### src/rtl/mem_access_ctrl.sv
// MEM-stage data-memory sequencer: req/ack handshake, load capture, timeout/misalign error.
// Latency >= 3 cycles per memory op (detect, ACCESS, DONE); stall freezes upstream until DONE, held forever in ERR.
module mem_access_ctrl #(
    parameter int TIMEOUT = 15,
    parameter int CW      = 4
) (
    input  logic        clk,
    input  logic        reset,
    input  logic        MemRead_MEM,
    input  logic        MemWrite_MEM,
    input  logic [31:0] ALUOut_MEM,
    input  logic [31:0] RD2_WD_MEM,
    output logic        mem_req,
    output logic        mem_we,
    output logic [31:0] mem_addr,
    output logic [31:0] mem_wdata,
    input  logic        mem_ack,
    input  logic [31:0] mem_rdata,
    output logic [31:0] RD_MEM,
    output logic        stall,
    output logic        mem_err
);

    typedef enum logic [1:0] {
        IDLE   = 2'd0,
        ACCESS = 2'd1,
        DONE   = 2'd2,
        ERR    = 2'd3
    } state_t;

    localparam logic [CW-1:0] LAST_WAIT = CW'(TIMEOUT - 1);

    state_t        state_q, state_d;
    logic [CW-1:0] cnt_q, cnt_d;
    logic          req_q, req_d;
    logic          we_q, we_d;
    logic          err_q, err_d;
    logic [31:0]   addr_q, addr_d;
    logic [31:0]   wdata_q, wdata_d;
    logic [31:0]   rd_q, rd_d;

    logic access;
    logic misaligned;
    logic timeout;

    assign access     = MemRead_MEM | MemWrite_MEM;
    assign misaligned = ALUOut_MEM[1:0] != 2'b00;
    assign timeout    = !mem_ack && (cnt_q == LAST_WAIT);

    always_ff @(posedge clk or negedge reset) begin
        if (!reset) begin
            state_q <= IDLE;
            cnt_q   <= '0;
            req_q   <= 1'b0;
            we_q    <= 1'b0;
            err_q   <= 1'b0;
            addr_q  <= 32'b0;
            wdata_q <= 32'b0;
            rd_q    <= 32'b0;
        end else begin
            state_q <= state_d;
            cnt_q   <= cnt_d;
            req_q   <= req_d;
            we_q    <= we_d;
            err_q   <= err_d;
            addr_q  <= addr_d;
            wdata_q <= wdata_d;
            rd_q    <= rd_d;
        end
    end

    always_comb begin
        state_d = state_q;
        case (state_q)
            IDLE:    if (access) state_d = misaligned ? ERR : ACCESS;
            ACCESS:  if (mem_ack) state_d = DONE;
                     else if (timeout) state_d = ERR;
            DONE:    state_d = IDLE;
            default: state_d = ERR;
        endcase
    end

    // Request/data registers; mem_ack wins over the timeout when both land together.
    always_comb begin
        cnt_d   = cnt_q;
        req_d   = req_q;
        we_d    = we_q;
        err_d   = err_q;
        addr_d  = addr_q;
        wdata_d = wdata_q;
        rd_d    = rd_q;
        case (state_q)
            IDLE: begin
                if (access && !misaligned) begin
                    req_d   = 1'b1;
                    we_d    = MemWrite_MEM;
                    addr_d  = ALUOut_MEM;
                    wdata_d = RD2_WD_MEM;
                    cnt_d   = '0;
                end else if (access) begin
                    err_d = 1'b1;
                end
            end
            ACCESS: begin
                if (mem_ack) begin
                    req_d = 1'b0;
                    if (!we_q) rd_d = mem_rdata;
                end else if (timeout) begin
                    req_d = 1'b0;
                    err_d = 1'b1;
                end else begin
                    cnt_d = cnt_q + {{(CW-1){1'b0}}, 1'b1};
                end
            end
            default: ;
        endcase
    end

    // Gated by reset so the pipeline is released the instant reset asserts.
    always_comb begin
        stall = 1'b0;
        if (reset) begin
            case (state_q)
                IDLE:       stall = access;
                ACCESS,
                ERR:        stall = 1'b1;
                default:    stall = 1'b0;
            endcase
        end
    end

    assign mem_req   = req_q;
    assign mem_we    = we_q;
    assign mem_addr  = addr_q;
    assign mem_wdata = wdata_q;
    assign RD_MEM    = rd_q;
    assign mem_err   = err_q;

endmodule

### config.mk
export PLATFORM = sky130hd
export DESIGN_NAME = mem_access_ctrl
export DESIGN_NICKNAME = d
export VERILOG_FILES = /design/src/rtl/mem_access_ctrl.sv
export SDC_FILE = /design/constraint.sdc
export NUM_CORES = 1
export LEC_CHECK = 0
export ABC_AREA = 0
export ABC_CLOCK_PERIOD_IN_PS = 2100
export CORE_UTILIZATION = 40
export DETAILED_ROUTE_END_ITERATION = 7
export PLACE_DENSITY_LB_ADDON = 0.3
export SYNTH_ARGS = -nofsm -noshare
export SYNTH_HDL_FRONTEND = slang
export SYNTH_SLANG_ARGS = --single-unit
### constraint.sdc
create_clock -name clk -period 2.1 [get_ports clk]
set_input_delay 0.42 -clock clk [delete_from_list [all_inputs] [get_ports clk]]
set_output_delay 0.42 -clock clk [all_outputs]
set_load 0.05 [all_outputs]
==> impl_metrics.toml, run 1 <==
[logic_synthesis]
yosysWarnings = 0
synth_top_area_share_pct = 64.34
synth_top_family_by_area = "simple AND/OR/NAND/NOR gates"
synth_seq_area_share_pct = 64.34
synth_area_leaders = "dfrtp_1 (64%), nand2_1 (17%), mux2_2 (8.8%), buf_2 (1.5%), ha_1 (0.61%)"
synth_flop_cell = "dfrtp_1"
synthMuxAreaShare_pct = 9.069
synth-async-reset-ratio_pct = 100.0
synth_seq_cells = 105
yosysTopAreaCell = "dfrtp_1"
synth-edff-count = 0
synth_cell_types = 33
yosys.area_share.simple_pct = 20.50
syn_area_mm2 = 0.004084
synth_most_common_cell = "nand2_1"
synth_nets = 485
synthAdderAreaFrac_pct = 0.6127
synth-xor-area-share_pct = 0
synth_commonest_cells = "nand2_1 (190), dfrtp_1 (105), mux2_2 (32)"
synth_cells = 382
synth_compound_area_share_pct = 3.094
syn_area_per_cell_um2 = 10.69

[worst_setup_path]
startpoint = "mem_we"
crit_slowest_cell = "clkdlybuf4s50_1"
start_kind = "register"
crit_path_end_kind = "primary output"
crit_path_max_incr_delay_ps = 840
worst-setup-path-type = "register to primary output"
crit_buf_inv = 1
cp_max_fo = 3
cp_top_family = "buffers and inverters"
cp.arrival_ps = 1620
cp.required_ps = 1680
path_cells = "clkdlybuf4s50_1"
r2r_start = "state_q[0]"

[timing]
grt_setup_unrepaired = "no"
fmax_ghz = 0.4909
final_max_slew_viol_count = 0
tightest_slew_ps = 534.9
tns_ps = 0
min_period_ps = 2037
hold_viol = 0
post-route-period-util_pct = 97.01
final.setup_skew_ps = 7.527
holdWs_ps = 148.7
max_slew_margin_pct = 64.23
setup_viol = 0

[clocking]
cts_hold_buf = 0
cts_made_buffers = 9
htreeDepth = 3
root_buffer = "clkbuf_8"
cts_buffer_depth = 2
clk_pin_slew_ps = 90
cts.sinks = 105
worstSkewPairLatency_ps = 360
cts_tree = "built"

[place]
placed_cells = 710
dpl.hpwl_um = 7433
gp_congestion = 0.7457
port_buffers = 200

[floorplan]
die_x_um = 103.0
fp-row-count = 36
dieArea_mm2 = 0.01062
fp.dieH_um = 103.0
start_util_pct = 41.59
core_area_mm2 = 0.009819
ios = 201

[run]
maxCapViolCount = 0

[global_route]
grt_pass1_vias = 3284
grt_pass1_wl_um = 15880
antenna_found_initial = 0
grt_overflow_total = 0
grt_use_total_pct = 19.52
grt_max_degree = 106

[drt]
drt-total-wl_um = 10240
drt_pass1_iterations = 4
ant_nets = 0
drt_iter0_markers = 74
via_per_inst = 4.585
vias = 3329
wl_per_cell_um = 14.11
drc = 0

[final_layout]
utilization_pct = 66.72
layoutNonFillerInstCount = 726
diodes = 0
fin_nets = 692
drive_above_1_share_pct = 12.48
area_delta_synth_final_pct = 60.42

[pwr]
powerDensity_mw_per_mm2 = 1690
p_leak_nw = 3.052
vdd_drop_max_uv = 930.1

[run_status]
outcome = "complete, no violations"

[hold_path]
hold_path_class = "input pin to async pin"
-- worst paths after layout --
| path | slack [ps] | cells after the start | to |
|---|---|---|---|
| min in group clk | 470 | 4 | mem_we |
| max | 60 | 1 | mem_we |
| max in group asynchronous | 1570 | 2 | mem_wdata[3] |
| min | 150 | 2 | cnt_q[3] |
| max reg2reg | 300 | 4 | mem_addr[20] |
| min reg2reg | 480 | 2 | mem_wdata[8] |
-- metrics by stage --
step	worst slack (ps)	power, mW	instance area [µm²]
2_1_floorplan	234.5	7.497	4084
3_3_place_gp	-92.22	9.746	6327
3_5_place_dp	-124.8	9.866	6327
4_1_cts	14.61	11.17	6539
5_1_grt	4.060	11.63	6551
6_report	62.78	11.07	6551
-- kinds of logic after synthesis --
logic type	Yosys count
simple gates	210
mux	33
buf+inv	19
flops	105
fa+ha+maj	2
compound gates	13
-- cell type report --
class                      instances  area [µm²]
sequential                       105        2628
inverter                           1       3.754
tap                              133       166.4
fill                             786        3268
timing repair buffer             214        2170
clock inverter                     4       52.55
multi-input combinational        258        1380
clock buffer                      11       151.4
-- report_power, final --
group | switching (mW) | total, mW | internal (mW)
combinational | 4.10 | 6.35 | 2.25
sequential | 0.527 | 3.45 | 2.92
clock | 0.661 | 1.27 | 0.610
total | 5.29 | 11.1 | 5.79
-- cell usage in the layout, fill, tap and decap left out, types with 2 or more instances in the layout --
cell             Yosys  routed
buf_12               0       5
mux2_2              32      32
nand3_1              2       2
and2_1               2       2
dlymetal6s2s_1       0       2
buf_4                0      11
and2b_2              2       2
dfrtp_1            105     105
a21oi_1              2       2
o31ai_1              2       2
clkbuf_8             0      11
clkinvlp_4           0       3
clkdlybuf4s50_1      0     196
nor2_1               6       6
nand2_1            190     190
ha_1                 2       2
-- layer usage --
metal,global-route usage [%],vias up,wire length (µm)
met4,6.176,0,119
met5,0,-,0
met2,33.54,115,5108
li1,-,1621,-
met1,24.46,1584,4331
met3,4.542,9,683
-- registers in the layout, indices dropped and copies added, names as in the netlist --
signal and flops:
mem_wdata 32, mem_we 1, mem_addr 32, state_q 2
RD_MEM 32, mem_err 1, mem_req 1, cnt_q 4
-- what timing repair did --
| action | CTS | global route |
|---|---|---|
| endpoints found under the setup margin | 1 | 1 |
| gates resized for setup | 2 | 2 |
| buffers inserted | 0 | 1 |
Power figures use the tool's default switching activity.
==> run 2, diff against run 1 <==
Settings changed: SKIP_CTS_REPAIR_TIMING set to 1.
==> impl_metrics.toml, run 2 (synthesis gave the netlist of run 1 again) <==
[drt]
via_per_inst = 4.582
vias = 3322
drt_iter0_markers = 72
drt-total-wl_um = 10240
drc = 0
drt_pass1_iterations = 4
wl_per_cell_um = 14.13
ant_nets = 0

[final_layout]
layout_common_cells = "clkdlybuf4s50_1 (196), nand2_1 (190), dfrtp_1 (105), mux2_2 (32), clkbuf_8 (11)"
drive_above_1_share_pct = 12.33
utilization_pct = 66.64
register_area_mm2 = 0.002628
layout_commonest_cell = "clkdlybuf4s50_1"
fillers = 788
area_delta_synth_final_pct = 60.23
fin_nets = 691
layoutNonFillerInstCount = 725
diodes = 0
multiInputGateArea_mm2 = 0.001380

[clocking]
htreeDepth = 3
worstSkewPairLatency_ps = 360
cts.sinks = 105
cts_tree = "built"
cts_buffer_depth = 2
root_buffer = "clkbuf_8"
clk_pin_slew_ps = 90
cts_made_buffers = 9

[worst_setup_path]
cp_top_family = "buffers and inverters"
worst-setup-path-type = "register to primary output"
start_kind = "register"
r2r_slack_ps = 300
cp.arrival_ps = 1620
crit_slowest_cell = "clkdlybuf4s50_1"
rr_worst_depth = 4
r2r_start = "state_q[0]"
crit_buf_inv = 1
path_depth = 1
crit_path_end_kind = "primary output"
cp.required_ps = 1680
crit_path_max_incr_delay_ps = 840
timing.rr.end = "mem_addr[20]"
cp_max_fo = 3
path_cells = "clkdlybuf4s50_1"

[global_route]
global_route.usage.met3_pct = 4.542
top_usage_layer = "met2"
antenna_found_initial = 0
globalRouteMet1Util_pct = 24.46
grt_overflow_total = 0
grt_pass1_vias = 3287
grt_max_degree = 106
gr-usage-met2_pct = 33.59
grt_use_total_pct = 19.53
grt_pass1_wl_um = 15890

[floorplan]
fp.dieH_um = 103.0
start_util_pct = 41.59
core_area_mm2 = 0.009819
fp-row-count = 36
dieArea_mm2 = 0.01062
die_x_um = 103.0
ios = 201

[run]
maxCapViolCount = 0

[pwr]
p_leak_nw = 3.048
p_int_mw = 5.777
p_sw_mw = 5.284
p_comb_share_pct = 57.3
pwr-share-clk_pct = 11.5
powerDensity_mw_per_mm2 = 1690
vdd_drop_max_uv = 929.8
total_power_mw = 11.06
swShare_pct = 47.77
seqPwrFrac_pct = 31.2

[timing]
min_period_ps = 2037
max_slew_margin_pct = 64.23
setup_viol = 0
final_max_slew_viol_count = 0
grt_setup_unrepaired = "no"
hold_viol = 0
fmax_ghz = 0.4909
holdWs_ps = 148.8
final.setup_skew_ps = 7.527
post-route-period-util_pct = 97.01
tightest_slew_ps = 534.9
setup_ws_ps = 62.78

[place]
dpl_worst_slack_ps = -124.8
dpl.hpwl_um = 7433
gp_congestion = 0.7457
port_buffers = 200
placed_cells = 710

[run_status]
outcome = "complete, no violations"

[hold_path]
hold_path_class = "input pin to async pin"
-- run 2: stage by stage --
step                cell area (µm²)  TNS, ps
floorplan                      4084        0
global placement               6327    -3843
detailed placement             6327    -4868
CTS                            6531   -75.26
global route                   6544        0
finish                         6544        0
-- run 2: how the worst max path moves through the flow --
stage	start	endpoint	slack, ps
after floorplan	state_q[1]	stall	230
final	mem_we	mem_we	60
after detailed placement	MemWrite_MEM	mem_addr[7]	-120
after CTS	MemWrite_MEM	stall	-80
after global routing	mem_we	mem_we	4
after global placement	MemWrite_MEM	mem_addr[13]	-90
-- run 2: final cells by class --
class | instances | share of cell area (%)
clock buffers | 11 | 2.314
clock inverters | 4 | 0.8031
inverters | 1 | 0.05736
multi-input cells | 258 | 21.09
flip-flops and latches | 105 | 40.15
well taps | 133 | 2.543
repair buffers | 213 | 33.04
-- run 2: routing by layer --
| layer | routed length (µm) | part of all wire (%) |
|---|---|---|
| met3 | 682 | 6.7 |
| met1 | 4336 | 42 |
| met4 | 119 | 1.2 |
| met2 | 5104 | 50 |
| met5 | 0 | 0 |
-- run 2: power groups by stage --
stage / Clock (mW) / Combinational [mW] / Sequential [mW]
6_report: 1.27 / 6.34 / 3.45
4_1_cts: 1.31 / 6.39 / 3.46
2_1_floorplan: 0 / 1.07 / 6.43
5_1_grt: 1.39 / 6.66 / 3.57
3_3_place_gp: 0 / 6.29 / 3.46
3_5_place_dp: 0 / 6.37 / 3.49
==> run 3, diff against run 2 <==
Settings changed: ABC_CLOCK_PERIOD_IN_PS 2100 to 1790, CORE_MARGIN set to 5, CORE_UTILIZATION 40 to 36, PLACE_DENSITY set to 0.88, PLACE_DENSITY_LB_ADDON 0.3 to unset.
Clock period 2.1 ns to 1.79 ns, I/O delays scaled along.
==> impl_metrics.toml, run 3 (synthesis gave the netlist of run 1 again) <==
[run_status]
outcome = "finished, violations left"
violations = "setup timing"

[clocking]
htreeDepth = 3
root_buffer = "clkbuf_16"
cts_tree = "built"
cts.sinks = 105
cts_buffer_depth = 2
cts_made_buffers = 9
clk_pin_slew_ps = 70
worstSkewPairLatency_ps = 340

[hold_path]
hold_path_class = "input pin to async pin"

[floorplan]
core_area_mm2 = 0.01098
dieArea_mm2 = 0.01357
ios = 201
fp.dieH_um = 116.5
fp-row-count = 38
die_x_um = 116.5
start_util_pct = 37.18

[final_layout]
stdcell_area_mm2 = 0.006469
layout_common_cells = "nand2_1 (190), buf_4 (113), dfrtp_1 (105), clkdlybuf4s50_1 (97), mux2_2 (32)"
layoutNonFillerInstCount = 739
area_delta_synth_final_pct = 58.39
layout_commonest_cell = "nand2_1"
diodes = 0
utilization_pct = 58.90
drive_above_1_share_pct = 29.88
fin_nets = 697

[timing]
holdWs_ps = 54.34
final.setup_skew_ps = 10.86
tightest_slew_ps = 573.1
final_max_slew_viol_count = 0
post-route-period-util_pct = 106.5
tns_ps = -115.6
fmax_ghz = 0.5248
grt_setup_unrepaired = "yes"
min_period_ps = 1906
hold_viol = 0
max_slew_margin_pct = 61.79
setup_ws_ps = -115.6
setup_viol = 1

[worst_setup_path]
cp.required_ps = 1430
start_kind = "register"
path_cells = "o21bai_4, buf_6, and2b_2, nor2b_4, buf_12"
path_depth = 5
crit_slowest_cell = "dfrtp_1"
cp_max_fo = 4
worst-setup-path-type = "register to primary output"
startpoint = "state_q[1]"
crit_path_max_incr_delay_ps = 400
rr_worst_depth = 4
cp.arrival_ps = 1550
cp_top_family = "flip-flops"
r2r_start = "state_q[1]"
crit_path_end_kind = "primary output"
crit_buf_inv = 2

[global_route]
grt_pass1_vias = 3616
grt_pass1_wl_um = 17690
grt_use_total_pct = 16.62
grt_overflow_total = 0
grt_max_degree = 106
antenna_found_initial = 0

[place]
gp_congestion = 0.8310
dpl_worst_slack_ps = -414.8
port_buffers = 200
dpl.hpwl_um = 8502
dpl_cell_area_mm2 = 0.006113
placed_cells = 720

[pwr]
total_power_mw = 13.32
powerDensity_mw_per_mm2 = 2059
vdd_drop_max_uv = 967.2
p_leak_nw = 3.262

[drt]
drt_pass1_iterations = 4
via_per_inst = 4.585
drc = 0
ant_nets = 0
wl_per_cell_um = 15.07
drt-total-wl_um = 11140
drt_iter0_markers = 174
vias = 3388

[run]
maxCapViolCount = 0
-- run 3: cell types whose count changed in the layout (fill, tap and decap cells not counted) --
cell             previous run  this run
clkbuf_8                   11         1
clkinv_4                    0         2
buf_6                       0         1
clkdlybuf4s50_1           196        97
clkinvlp_4                  3         2
nand2b_4                    0         1
clkinv_2                    0         1
buf_4                      10       113
buf_8                       0         1
clkbuf_16                   0         9
nand2b_2                    1         0
-- run 3: path summary, 6_finish.rpt --
check	to	slack, ps
max	stall	-120
min	mem_we	50
max reg2reg	cnt_q[3]	30
min reg2reg	mem_wdata[12]	480
max in group asynchronous	mem_wdata[9]	1250
min in group clk	mem_we	440
-- run 3: final cells by class --
cell class / count / area (µm²)
Tap cell: 140 / 175.2
Sequential cell: 105 / 2628
Inverter: 1 / 3.754
Multi-Input combinational cell: 258 / 1385
Clock buffer: 10 / 239.0
Fill cell: 915 / 4514
Timing Repair Buffer: 219 / 1971
Clock inverter: 6 / 67.56
-- run 3: worst reg2reg max path, stage by stage, from the launching register on --
cell and delay [ps]:
dfrtp_1 400, o21bai_4 190, or4_2 650, a2111oi_2 330
a211o_1 130
-- run 3: layer usage --
layer / GRT usage [%] / vias to the layer above / wire (µm)
met5: 0 / - / 0
met4: 6.342 / 0 / 272
met3: 4.145 / 19 / 758
met2: 29.86 / 106 / 5983
met1: 19.00 / 1627 / 4126
li1: - / 1636 / -
-- run 3: power by group --
| group | internal (mW) | switching (mW) |
|---|---|---|
| clock | 1.12 | 0.860 |
| combinational | 2.36 | 4.90 |
| sequential | 3.44 | 0.643 |
